## src/rtl/obuf_tx.sv

```systemverilog
// obuf_tx: snoops core byte writes into the output buffer window, queues them
// in a small FIFO and drains them over a registered valid/ready byte stream.
// Sticky flags report dropped bytes (FIFO full) and non-sequential writes.
module obuf_tx #(
    parameter int unsigned OBUF  = 'h1400,
    parameter int unsigned OBSZ  = 'h400,
    parameter int unsigned ASZ   = 17,
    parameter int unsigned DEPTH = 16
) (
    input  logic                       clk,
    input  logic                       rst_n,
    input  logic                       clr_i,
    input  logic                       write_i,
    input  logic [ASZ-1:0]             addr_i,
    input  logic [7:0]                 data_i,
    output logic                       tx_valid_o,
    output logic [7:0]                 tx_data_o,
    input  logic                       tx_ready_i,
    output logic [$clog2(DEPTH):0]     level_o,
    output logic                       ovf_o,
    output logic                       seq_err_o
);

    localparam int unsigned AW = $clog2(DEPTH);
    localparam int unsigned PW = AW + 1;

    // Window bounds carry one spare bit so OBUF+OBSZ never overflows.
    localparam logic [ASZ:0]   WIN_LO  = (ASZ+1)'(OBUF);
    localparam logic [ASZ:0]   WIN_HI  = (ASZ+1)'(OBUF + OBSZ);
    localparam logic [ASZ-1:0] EXP_RST = ASZ'(OBUF);
    localparam logic [PW-1:0]  LVL_FULL = PW'(DEPTH);

    // True when the byte address falls inside [OBUF, OBUF+OBSZ).
    function automatic logic in_window(input logic [ASZ-1:0] a);
        logic [ASZ:0] ax;
        ax = {1'b0, a};
        return (ax >= WIN_LO) && (ax < WIN_HI);
    endfunction

    // Address the next sequential write should use; wraps at the window top.
    function automatic logic [ASZ-1:0] next_exp(input logic [ASZ-1:0] a);
        logic [ASZ:0] nx;
        nx = {1'b0, a} + (ASZ+1)'(1);
        if (nx == WIN_HI) begin
            return EXP_RST;
        end
        return nx[ASZ-1:0];
    endfunction

    // Storage and pointers; the extra pointer MSB separates full from empty.
    logic [7:0]      mem [DEPTH];
    logic [PW-1:0]   wr_ptr, wr_ptr_n;
    logic [PW-1:0]   rd_ptr, rd_ptr_n;
    logic [ASZ-1:0]  exp_addr, exp_addr_n;
    logic            ovf, ovf_n;
    logic            seq_err, seq_err_n;

    // Output head register: always a copy of the entry at rd_ptr.
    logic [7:0]      head_data_p1, head_data_n;
    logic            vld_p1, vld_n;

    logic            cap;
    logic            pop;
    logic            push;
    logic            drop;
    logic            full;
    logic [PW-1:0]   level;

    assign cap   = write_i && in_window(addr_i);
    assign level = wr_ptr - rd_ptr;
    assign full  = (level == LVL_FULL);
    assign pop   = vld_p1 && tx_ready_i;
    // A pop in the same cycle frees a slot, so a full FIFO still accepts.
    assign push  = cap && (!full || pop);
    assign drop  = cap && full && !pop;

    // Next-state: pointers, sequence tracking, flags and the head prefetch.
    always_comb begin
        wr_ptr_n    = wr_ptr;
        rd_ptr_n    = rd_ptr;
        exp_addr_n  = exp_addr;
        ovf_n       = ovf;
        seq_err_n   = seq_err;
        vld_n       = vld_p1;
        head_data_n = head_data_p1;
        if (clr_i) begin
            wr_ptr_n    = '0;
            rd_ptr_n    = '0;
            exp_addr_n  = EXP_RST;
            ovf_n       = 1'b0;
            seq_err_n   = 1'b0;
            vld_n       = 1'b0;
            head_data_n = '0;
        end else begin
            if (push) begin
                wr_ptr_n = wr_ptr + PW'(1);
            end
            if (pop) begin
                rd_ptr_n = rd_ptr + PW'(1);
            end
            if (cap) begin
                exp_addr_n = next_exp(addr_i);
                if (addr_i != exp_addr) begin
                    seq_err_n = 1'b1;
                end
            end
            if (drop) begin
                ovf_n = 1'b1;
            end
            vld_n = (wr_ptr_n != rd_ptr_n);
            // When the new head is the byte being written this cycle it is
            // not in storage yet, so it is taken straight from the bus.
            if (vld_n) begin
                if (push && (wr_ptr == rd_ptr_n)) begin
                    head_data_n = data_i;
                end else begin
                    head_data_n = mem[rd_ptr_n[AW-1:0]];
                end
            end
        end
    end

    // Storage write; holds data only, so it carries no reset.
    always_ff @(posedge clk) begin
        if (push && !clr_i) begin
            mem[wr_ptr[AW-1:0]] <= data_i;
        end
    end

    // Control and head state register with asynchronous clear.
    always_ff @(posedge clk or negedge rst_n) begin
        if (!rst_n) begin
            wr_ptr       <= '0;
            rd_ptr       <= '0;
            exp_addr     <= EXP_RST;
            ovf          <= 1'b0;
            seq_err      <= 1'b0;
            vld_p1       <= 1'b0;
            head_data_p1 <= '0;
        end else begin
            wr_ptr       <= wr_ptr_n;
            rd_ptr       <= rd_ptr_n;
            exp_addr     <= exp_addr_n;
            ovf          <= ovf_n;
            seq_err      <= seq_err_n;
            vld_p1       <= vld_n;
            head_data_p1 <= head_data_n;
        end
    end

    assign tx_valid_o = vld_p1;
    assign tx_data_o  = head_data_p1;
    assign level_o    = level;
    assign ovf_o      = ovf;
    assign seq_err_o  = seq_err;

endmodule

```

## config.mk

```make
export PLATFORM = sky130hd
export DESIGN_NAME = obuf_tx
export DESIGN_NICKNAME = d
export VERILOG_FILES = /design/src/rtl/obuf_tx.sv
export SDC_FILE = /design/constraint.sdc
export NUM_CORES = 1
export LEC_CHECK = 0
export CAP_MARGIN = 10
export CORE_MARGIN = 10
export CORE_UTILIZATION = 33
export CTS_CLUSTER_SIZE = 30
export DETAILED_ROUTE_END_ITERATION = 8
export MAX_ROUTING_LAYER = met4
export SLEW_MARGIN = 0
export SYNTH_ARGS = -nofsm -noshare
export SYNTH_HDL_FRONTEND = slang
export SYNTH_SLANG_ARGS = --single-unit
```

## constraint.sdc

```tcl
create_clock -name clk -period 2.8 [get_ports clk]
set_input_delay 0.56 -clock clk [delete_from_list [all_inputs] [get_ports clk]]
set_output_delay 0.56 -clock clk [all_outputs]
set_load 0.02 [all_outputs]
```

==> metrics.md, run 1 <==
| Metric | Value |
|---|---|
| Outcome | `finished with violations` |
| Failing checks | `setup timing` |
| Via count | `5637` |
| Vias in the first global route | `5634` |
| Area growth, synth to finish | `29.66%` |
| CTS sink cnt | `166` |
| First-pass GRT wire length | `32950 um` |
| FP Rows | `57` |
| Worst EP arrival | `2.26 ns` |
| First-pass DRT Iterations | `4` |
| Mean Syn Cell Area | `12.63 sq um` |
| Initial Util | `33.45%` |
| Worst hold path type | `input port to asynchronous set/reset pin` |
| Largest net degree at the start of global routing | `42` |
| Fraction of layout instances using a drive strength above 1 | `25.96%` |
| Die H | `176.8 um` |
| Initial antenna violation count | `0` |
| Die ar. | `31250 sq um` |
| Worst-Margin Slew | `0.9615 ns` |
| Cell variety after synth | `69` |
| Gp weighted congestion | `0.8519` |
| Final ANT Viol Nets | `0` |
| EDFF count, synth | `128` |
| CTS max path bufs | `2` |
| Clock-pin slew on the worst setup and hold paths | `0.07 ns` |
| CTS buffer count | `17` |
| Final Setup Violations | `1` |
| Clock Skew | `0.02037 ns` |
| Post-route DRC violation count | `0` |
| Final period util | `100.8%` |
| Sequential power share | `51.2%` |
| CTS tree | `built` |
| Slew HR | `35.90%` |
| Peak supply drop | `0.4305 mV` |
| Total track usage | `14.26%` |
| Clk_lat worst skew | `0.44 ns` |
| Synthesized instance count | `642` |
| Max-slew violations | `0` |
| P_leak | `3.909 nW` |
| Final WS setup | `-0.02329 ns` |
| Core area | `24250 sq um` |
| Final core occ | `43.37%` |
| Hold_buf cts | `0` |
| Worst Path Max Fanout | `6` |
| Kind of critical path | `flip-flop to output port` |
| Routed vias/inst | `4.993` |
| Max-Cap Viols | `0` |
| Clock Tree Root | `clkbuf_16` |
| Die Wd | `176.8 um` |
| Nets | `834` |
| Critical Path RT | `2.24 ns` |
| GRT overflow | `0` |
| ANT cells | `0` |
| DP HPWL | `15390 um` |
| Psw | `1.230 mW` |
| Post-DP Area | `9838 sq um` |
| Pint | `3.961 mW` |
| Crit path time final | `2.823 ns` |
| PD cells | `493.5 nW/um^2` |
| Sequential share of the synthesized area | `59.14%` |
| Final wirelength | `21530 um` |
| Iteration-0 DRC Markers | `410` |
| FFs w/ async S/R, synth | `22.89%` |
| Yosys warns | `0` |
| Design Area, Final | `10520 sq um` |
| Sw Share | `23.69%` |
| IO Pins | `46` |
| Post-Syn Nets | `684` |
| CP endpoint kind | `output port` |
| Final hold viol count | `0` |
| Comb pwr share | `5.6%` |
| Post-route setup TNS | `-0.02329 ns` |
| Startpoint class of the critical path | `flip-flop` |
| Post-Syn Area | `8112 sq um` |
| Primary FF master, synth | `edfxtp_1` |
| H-tree depth | `4` |
| Clock share of power | `43.2%` |
| Routed length per instance | `19.07 um` |
| Port buffer count | `45` |
| Synth Register Bits | `166` |
| Total Power | `5.190 mW` |
| Fmax | `354.2 MHz` |
| RSZ-0062 raised after global routing | `yes` |
## layout make-up
class / instances / area [sq um]
clock buffers: 17 / 425.4
inverters: 21 / 78.83
clock inverters: 15 / 136.4
well taps: 324 / 405.4
repair buffers: 171 / 1478
fillers: 2288 / 13730
multi-input cells: 415 / 3197
flip-flops and latches: 166 / 4797
## registers in the layout, summed over array words and instances (netlist names)
name,flops
mem,128
exp_addr,17
tx_data_o,8
rd_ptr,5
wr_ptr,5
ovf_o,1
seq_err_o,1
tx_valid_o,1
## power by group through the flow
stage	combinational (mW)	clock (mW)	sequential, mW
global placement	0.286	0	2.71
floorplan	0.109	0	2.71
finish	0.289	2.24	2.66
detailed placement	0.288	0	2.71
global route	0.313	2.38	2.66
CTS	0.290	2.29	2.66
## placed cells by master (no fill, tap or decap), types with 17 or more instances in the layout
cell type,instances
clkdlybuf4s50_1,40
edfxtp_1,128
xnor2_1,31
and3_1,31
nand2_1,53
buf_4,117
a2111oi_0,18
dfrtp_1,36
a21oi_1,21
mux2i_1,41
clkbuf_16,17
inv_1,18
nor2_1,40
## cell usage after synthesis (2+ instances only)
master / instances / area (sq um)
buf_1: 3 / 11.26
o2111ai_1: 2 / 17.52
a21oi_1: 23 / 115.1
a311oi_2: 2 / 30.03
edfxtp_1: 128 / 3844
or3_1: 3 / 18.77
dfstp_2: 2 / 52.55
and2_1: 10 / 62.56
o31ai_1: 9 / 67.56
buf_6: 3 / 33.78
clkbuf_1: 12 / 45.04
dfrtp_1: 36 / 900.9
nand2b_1: 11 / 68.82
nor3_1: 7 / 35.03
and3_4: 2 / 22.52
nor4_1: 3 / 18.77
xnor2_1: 32 / 280.3
a2111oi_0: 23 / 201.4
xor2_1: 13 / 113.9
o211ai_1: 2 / 15.01
a31oi_1: 4 / 25.02
nand2_1: 53 / 198.9
nor2_1: 40 / 150.1
a41oi_1: 9 / 78.83
and3_1: 42 / 262.8
buf_4: 3 / 22.52
o21ai_0: 6 / 30.03
inv_1: 20 / 75.07
ha_1: 11 / 137.6
nor2b_1: 2 / 12.51
a32o_1: 8 / 80.08
xnor3_1: 2 / 45.04
a21o_1: 2 / 15.01
mux2i_1: 41 / 410.4
buf_2: 17 / 85.08
a32oi_1: 8 / 70.07
nand4_1: 8 / 50.05
nand3_1: 8 / 40.04
clkbuf_8: 2 / 27.53
## cells by family (layout without fill, tap and decap cells)
kind of cell             count (synthesis)  after routing  synth area share (%)
AO/OA/AOI/OAI                          109            109                 10.57
adder cells (fa/ha/maj)                 12             12                 1.944
multiplexers                            41             41                 5.059
XOR/XNOR                                48             48                 5.615
buffers and inverters                   61            224                 3.748
flip-flops                             166            166                 59.14
AND/OR/NAND/NOR                        205            205                 13.93
## layer usage
| metal | track usage [%] | vias up | wire [um] |
|---|---|---|---|
| li1 | - | 2727 | - |
| met1 | 18.06 | 2749 | 9709 |
| met2 | 22.31 | 133 | 10500 |
| met3 | 2.646 | 28 | 873 |
| met4 | 5.429 | 0 | 441 |
| met5 | - | - | 0 |
## metrics by stage
stage / setup WS (ns) / instances / hold slack (ns)
detailed placement: -0.6529 / 1094 / 0.4666
finish: -0.02329 / 1129 / 0.2809
floorplan: 0.06276 / 642 / 0.2644
CTS: -0.07870 / 1126 / 0.3027
global placement: -0.6808 / 1094 / 0.4585
global route: -0.1421 / 1129 / 0.3440
## worst max-delay path, stage by stage, from the launching register on
cell and delay, ns:
dfrtp_1 0.39, inv_2 0.08, ha_4 0.13, inv_2 0.03, fa_2 0.35, a21o_1 0.24
a21oi_4 0.19, xnor2_4 0.19, buf_2 0.23
## worst paths after layout
path / startpoint / endpoint / slack (ns) / cells past startpoint
min: rst_n / rd_ptr[1] / 0.28 / 1
max reg2reg: wr_ptr[0] / tx_data_o[6] / 0.01 / 12
max: wr_ptr[0] / level_o[4] / -0.02 / 8
max in group asynchronous: rst_n / tx_data_o[3] / 1.91 / 1
min in group clk: exp_addr[10] / exp_addr[10] / 0.48 / 2
min reg2reg: exp_addr[10] / exp_addr[10] / 0.48 / 2
## what timing repair did
action | in CTS | in global routing
pin swaps | 0 | 1
endpoints found under the setup margin | 55 | 139
gates resized for setup | 16 | 17
setup buffers | 0 | 2
gates cloned | 0 | 1
Power figures use the tool's default switching activity.
==> run 2: changes to the inputs <==
--- a/config.mk
+++ b/config.mk
@@ -5,7 +5,7 @@
 export SDC_FILE = /design/constraint.sdc
 export NUM_CORES = 1
 export LEC_CHECK = 0
-export CAP_MARGIN = 10
+export ABC_CLOCK_PERIOD_IN_PS = 2550
 export CORE_MARGIN = 10
 export CORE_UTILIZATION = 33
 export CTS_CLUSTER_SIZE = 30
==> constraint.sdc (replaced) <==
create_clock -name clk -period 2.55 [get_ports clk]
set_input_delay 0.51 -clock clk [delete_from_list [all_inputs] [get_ports clk]]
set_output_delay 0.51 -clock clk [all_outputs]
set_load 0.02 [all_outputs]
==> run 2 against run 1 <==
Against the previous run:
- critical path depth grew 1
- the flow still finishes with violations (setup timing)
- final area grew 1.9%
- critical path type unchanged
- clock skew shrank 0.0053 ns
- power grew 12%
- clock power grew 16%
==> metrics.md, run 2 (synthesis gave the netlist of run 1 again) <==
| Metric | Value |
|---|---|
| Outcome | `finished with violations` |
| Failing checks | `setup timing` |
| Port buffer count | `45` |
| Via count | `5798` |
| Most common cell after layout, fill and taps aside | `buf_4` |
| Slowest stage delay, CP | `0.39 ns` |
| Final ANT Viol Nets | `0` |
| First-pass GRT wire length | `33330 um` |
| Routed vias/inst | `5.046` |
| Die Wd | `176.8 um` |
| IO Pins | `46` |
| Max-Cap Viols | `0` |
| Post-route DRC violation count | `0` |
| Vias in the first global route | `5819` |
| Startpoint class of the critical path | `flip-flop` |
| Iteration-0 DRC Markers | `393` |
| FF/Latch Area | `4797 sq um` |
| Final period util | `110.9%` |
| Fill cells | `2213` |
| DP HPWL | `15430 um` |
| Final WS setup | `-0.2785 ns` |
| Post-DP Area | `9950 sq um` |
| Routed length per instance | `18.88 um` |
| CTS max path bufs | `2` |
| Worst hold path type | `input port to asynchronous set/reset pin` |
| CTS sink cnt | `166` |
| First-pass DRT Iterations | `5` |
| Most frequent cells in the layout | `138 x buf_4, 128 x edfxtp_1, 53 x nand2_1` |
| P_leak | `4.000 nW` |
| GRT overflow | `0` |
| Core area | `24250 sq um` |
| Psw | `1.298 mW` |
| Slowest cell on the critical path | `dfrtp_1` |
| Worst Path Max Fanout | `6` |
| Fraction of layout instances using a drive strength above 1 | `29.45%` |
| Peak supply drop | `0.4804 mV` |
| FP Rows | `57` |
| ANT cells | `0` |
| Sw Share | `22.24%` |
| H-tree depth | `4` |
| Crit path time final | `2.828 ns` |
| Final hold viol count | `0` |
| Max reg flops | `128` |
| Non-filler instance count after layout | `1149` |
| Placed insts | `1110` |
| Sequential power share | `50.0%` |
| Clock-pin slew on the worst setup and hold paths | `0.06 ns` |
| Clock share of power | `44.5%` |
| Crit-path cells | `inv_2 > ha_4 > inv_2 > fa_2 > a21o_1 > a21oi_4 > xnor2_4 > buf_4 > buf_6` |
| Final wirelength | `21690 um` |
| Initial Util | `33.45%` |
| Pint | `4.537 mW` |
| Total track usage | `14.43%` |
| Largest net degree at the start of global routing | `42` |
| Worst EP arrival | `2.32 ns` |
| Critical Path RT | `2.04 ns` |
| Die ar. | `31250 sq um` |
| Gp weighted congestion | `0.8688` |
| Initial antenna violation count | `0` |
| Comb pwr share | `5.5%` |
| Final Setup Violations | `138` |
| Fmax | `353.5 MHz` |
| Kind of critical path | `flip-flop to output port` |
| Die H | `176.8 um` |
| Clock Skew | `0.01512 ns` |
| Crit-path most repeated cell | `inv_2` |
| Nets | `854` |
| Worst-Margin Slew | `0.9101 ns` |
| PD cells | `544.4 nW/um^2` |
| CP endpoint kind | `output port` |
| Clk_lat worst skew | `0.43 ns` |
| Worst Hold Slack | `0.2008 ns` |
| CTS buffer count | `17` |
| Clock Tree Root | `clkbuf_16` |
| RSZ-0062 raised after global routing | `yes` |
| CTS tree | `built` |
| Design Area, Final | `10720 sq um` |
| Slew HR | `39.32%` |
| Multi-input logic area | `3248 sq um` |
| Max-slew violations | `0` |
| Area growth, synth to finish | `32.13%` |
## run 2: cell types whose count changed in the layout (fill, tap and decap cells not counted), sizes merged
cell / before / now
clkinvlp: 0 / 1
buf: 128 / 151
clkinv: 6 / 4
clkbuf: 17 / 18
dlygate4sd2: 3 / 0
inv: 30 / 28
bufinv: 0 / 2
## run 2: what timing repair did
action,in CTS,in global routing
hold buffers,0,0
gates resized for setup,43,10
setup endpoints to repair,142,146
pin swaps,1,3
endpoints found under the hold margin,0,0
setup buffers,3,4
cloned,1,0
## run 2: stage by stage
step                      setup TNS [ns]  worst slack (ns)  power, mW  util (%)
after CTS                         -18.30           -0.2255      5.870     43.97
final                             -17.45           -0.2785      5.834     44.20
after global placement            -57.91           -0.8044      3.290     41.03
after floorplan                   -16.59           -0.1638      3.101         -
after global routing              -35.49           -0.3925      6.032     44.20
after detailed placement          -58.12           -0.9281      3.291     41.03
## run 2: power groups by stage
stage	combinational, mW	clock, mW	sequential, mW
finish	0.321	2.59	2.92
global route	0.345	2.77	2.92
CTS	0.320	2.63	2.92
detailed placement	0.315	0	2.98
global placement	0.314	0	2.98
floorplan	0.121	0	2.98
## run 2: area by class of cell
type                            instances  area share, %
Clock buffer                           18          4.004
Clock inverter                         14          1.553
Inverter                               21         0.7355
Multi-Input combinational cell        415          30.31
Sequential cell                       166          44.76
Tap cell                              324          3.782
Timing Repair Buffer                  191          14.86
## run 2: worst max-delay path: cells and delay by family (launching register included)
family	cells	cell delay (ns)
adders and majority gates	2	0.51
xor gates and xnor gates	1	0.19
DFF	1	0.39
buffers and inverters	4	0.41
AOI/OAI and AO/OA	2	0.40
## run 2: final timing paths
path | startpoint | to | slack, ns | cells after the start
max | wr_ptr[0] | level_o[4] | -0.28 | 9
min | rst_n | exp_addr[2] | 0.20 | 1
max reg2reg | rd_ptr[0] | tx_data_o[1] | -0.19 | 10
min reg2reg | exp_addr[10] | exp_addr[10] | 0.48 | 2
max in group asynchronous | rst_n | tx_data_o[1] | 1.76 | 1
min in group clk | exp_addr[10] | exp_addr[10] | 0.48 | 2
## run 2: per-layer routing
metal	track usage (%)	share of wire, %
met4	5.009	1.8
met2	22.14	47
met3	2.560	4.8
met5	-	0
met1	18.88	47
==> run 3: changes to the inputs <==
--- a/config.mk
+++ b/config.mk
@@ -8,9 +8,11 @@
 export ABC_CLOCK_PERIOD_IN_PS = 2550
 export CORE_MARGIN = 10
 export CORE_UTILIZATION = 33
+export CTS_CLUSTER_DIAMETER = 150
 export CTS_CLUSTER_SIZE = 30
 export DETAILED_ROUTE_END_ITERATION = 8
 export MAX_ROUTING_LAYER = met4
+export PLACE_DENSITY_LB_ADDON = 0.3
 export SLEW_MARGIN = 0
 export SYNTH_ARGS = -nofsm -noshare
 export SYNTH_HDL_FRONTEND = slang
==> run 3 against run 2 <==
Against the previous run:
- the flow still finishes with violations (setup timing)
- largest cell class unchanged
- critical path type is now flip-flop to flip-flop
- worst setup slack improved by 0.033 ns
- critical endpoint is now mem[8][4]
- maximum frequency rose by 1.2%
- wire length rose by 4.6%
- flip-flop and latch count did not move
- highest routed layer unchanged
- die area did not move
- count of clock-buffer cells in the layout fell by 1
==> metrics.md, run 3 (synthesis gave the netlist of run 1 again) <==
| Metric | Value |
|---|---|
| FP Rows | `57` |
| Total Power | `5.913 mW` |
| Area growth, synth to finish | `34.66%` |
| Startpoint class of the critical path | `flip-flop` |
| Worst R2R Start | `wr_ptr[0]` |
| Final WS setup | `-0.2459 ns` |
| RSZ-0062 raised after global routing | `yes` |
| Die ar. | `31250 sq um` |
| P_leak | `3.927 nW` |
| First-pass GRT wire length | `34830 um` |
| CTS tree | `built` |
| Initial Util | `33.45%` |
| Crit path launch | `wr_ptr[0]` |
| Hold_buf cts | `0` |
| CP endpoint kind | `flip-flop` |
| Critical Path RT | `2.69 ns` |
| Via count | `5726` |
| Largest net degree at the start of global routing | `42` |
| Initial antenna violation count | `0` |
| Routed length per instance | `20.18 um` |
| IO Pins | `46` |
| Final hold viol count | `0` |
| Worst Reg-to-Reg Cells | `10` |
| Die H | `176.8 um` |
| Post-DP Area | `9802 sq um` |
| Fill cells | `2165` |
| ANT cells | `0` |
| Clock Tree Root | `clkbuf_16` |
| Failing checks | `setup timing` |
| H-tree depth | `4` |
| Pre-CTS setup slack | `-0.6556 ns` |
| Fraction of layout instances using a drive strength above 1 | `30.00%` |
| Slew HR | `38.98%` |
| Max-slew violations | `0` |
| Crit path time final | `2.796 ns` |
| Nets | `829` |
| Worst-Margin Slew | `0.9154 ns` |
| Post-route DRC violation count | `0` |
| Clock-pin slew on the worst setup and hold paths | `0.08 ns` |
| Kind of critical path | `flip-flop to flip-flop` |
| Worst reg2reg setup slack | `-0.25 ns` |
| Fmax | `357.7 MHz` |
| CTS buffer count | `17` |
| Die Wd | `176.8 um` |
| Vias in the first global route | `5969` |
| Iteration-0 DRC Markers | `347` |
| Critical path endpoint | `mem[8][4]` |
| Worst EP arrival | `2.93 ns` |
| Post-route setup TNS | `-29.84 ns` |
| Max-Cap Viols | `0` |
| Design Area, Final | `10920 sq um` |
| Clock Skew | `0.01285 ns` |
| GRT overflow | `0` |
| Max reg flops | `128` |
| DP HPWL | `16280 um` |
| Reg-to-Reg End | `mem[8][4]` |
| First-pass DRT Iterations | `5` |
| Port buffer count | `45` |
| Routed vias/inst | `5.094` |
| Clk_lat worst skew | `0.44 ns` |
| CTS max path bufs | `2` |
| PD cells | `541.3 nW/um^2` |
| Peak supply drop | `0.4430 mV` |
| Gp weighted congestion | `0.9057` |
| Final period util | `109.6%` |
| Final Setup Violations | `140` |
| Most frequent cells in the layout | `128 x edfxtp_1, 106 x buf_4, 52 x nand2_1` |
| CTS sink cnt | `166` |
| Final wirelength | `22680 um` |
| Outcome | `finished with violations` |
| Non-filler instance count after layout | `1124` |
| Worst Path Max Fanout | `16` |
| Total track usage | `15.18%` |
| Worst hold path type | `input port to asynchronous set/reset pin` |
| Final ANT Viol Nets | `0` |
| Placed insts | `1082` |
| Most common cell after layout, fill and taps aside | `edfxtp_1` |
| Core area | `24250 sq um` |
## run 3: cell count changes in the layout (fill, tap and decap cells not counted), moves of 6 or more
cell      previous run  this run
a41oi_1              9         1
a41oi_2              0         6
buf_12               4        10
buf_4              138       106
clkinv_8             1         7
o31ai_4              0         8
## run 3: area by class of cell
class                           instances  area [sq um]  share of cell area [%]
Tap cell                              324         405.4                   3.711
Sequential cell                       166          4797                   43.92
Timing Repair Buffer                  166          1490                   13.64
Multi-Input combinational cell        415          3512                   32.15
Inverter                               21         78.83                  0.7216
Clock inverter                         15         214.0                   1.959
Clock buffer                           17         425.4                   3.895
## run 3: timing repair
item,CTS,global route
hold endpoints to repair,0,0
buffers inserted,5,6
gates resized for setup,62,32
pin swaps,9,9
setup endpoints to repair,142,145
## run 3: through the flow
step | hold WS, ns | util (%)
final | 0.1965 | 45.05
after floorplan | 0.2144 | -
after global routing | 0.2842 | 45.05
after global placement | 0.4609 | 40.42
after detailed placement | 0.4785 | 40.42
after CTS | 0.2473 | 44.28
## run 3: where the power goes
| group | total [mW] | internal [mW] | switching, mW |
|---|---|---|---|
| combinational | 0.335 | 0.146 | 0.189 |
| sequential | 2.92 | 2.91 | 0.00184 |
| clock | 2.66 | 1.36 | 1.30 |
| total | 5.91 | 4.43 | 1.49 |
## run 3: worst min-delay path by stage
stage            startpoint      endpoint  slack [ns]  depth (start not counted)
2_1_floorplan         rst_n   exp_addr[0]        0.21                          0
3_3_place_gp   exp_addr[10]  exp_addr[10]        0.46                          2
3_5_place_dp   exp_addr[10]  exp_addr[10]        0.48                          2
4_1_cts               rst_n     seq_err_o        0.25                          1
5_1_grt               rst_n     wr_ptr[1]        0.28                          1
6_report              rst_n     wr_ptr[1]        0.20                          1
## run 3: routing by layer
metal	up-vias	part of all wire (%)	routed length, um	GRT usage (%)
li1	2719	-	-	-
met1	2862	44	9920	18.48
met2	122	51	11480	25.26
met3	23	3.9	877	2.496
met4	0	1.8	401	4.904
met5	-	0	0	-
## run 3: worst max-delay path, stage by stage (launching register included)
cell and delay, ns:
dfrtp_1 0.40, inv_2 0.09, ha_4 0.13, inv_2 0.03
fa_2 0.38, a21o_1 0.22, a21oi_4 0.19, xnor2_4 0.13
a311oi_2 0.38, buf_6 0.25, and3_4 0.30
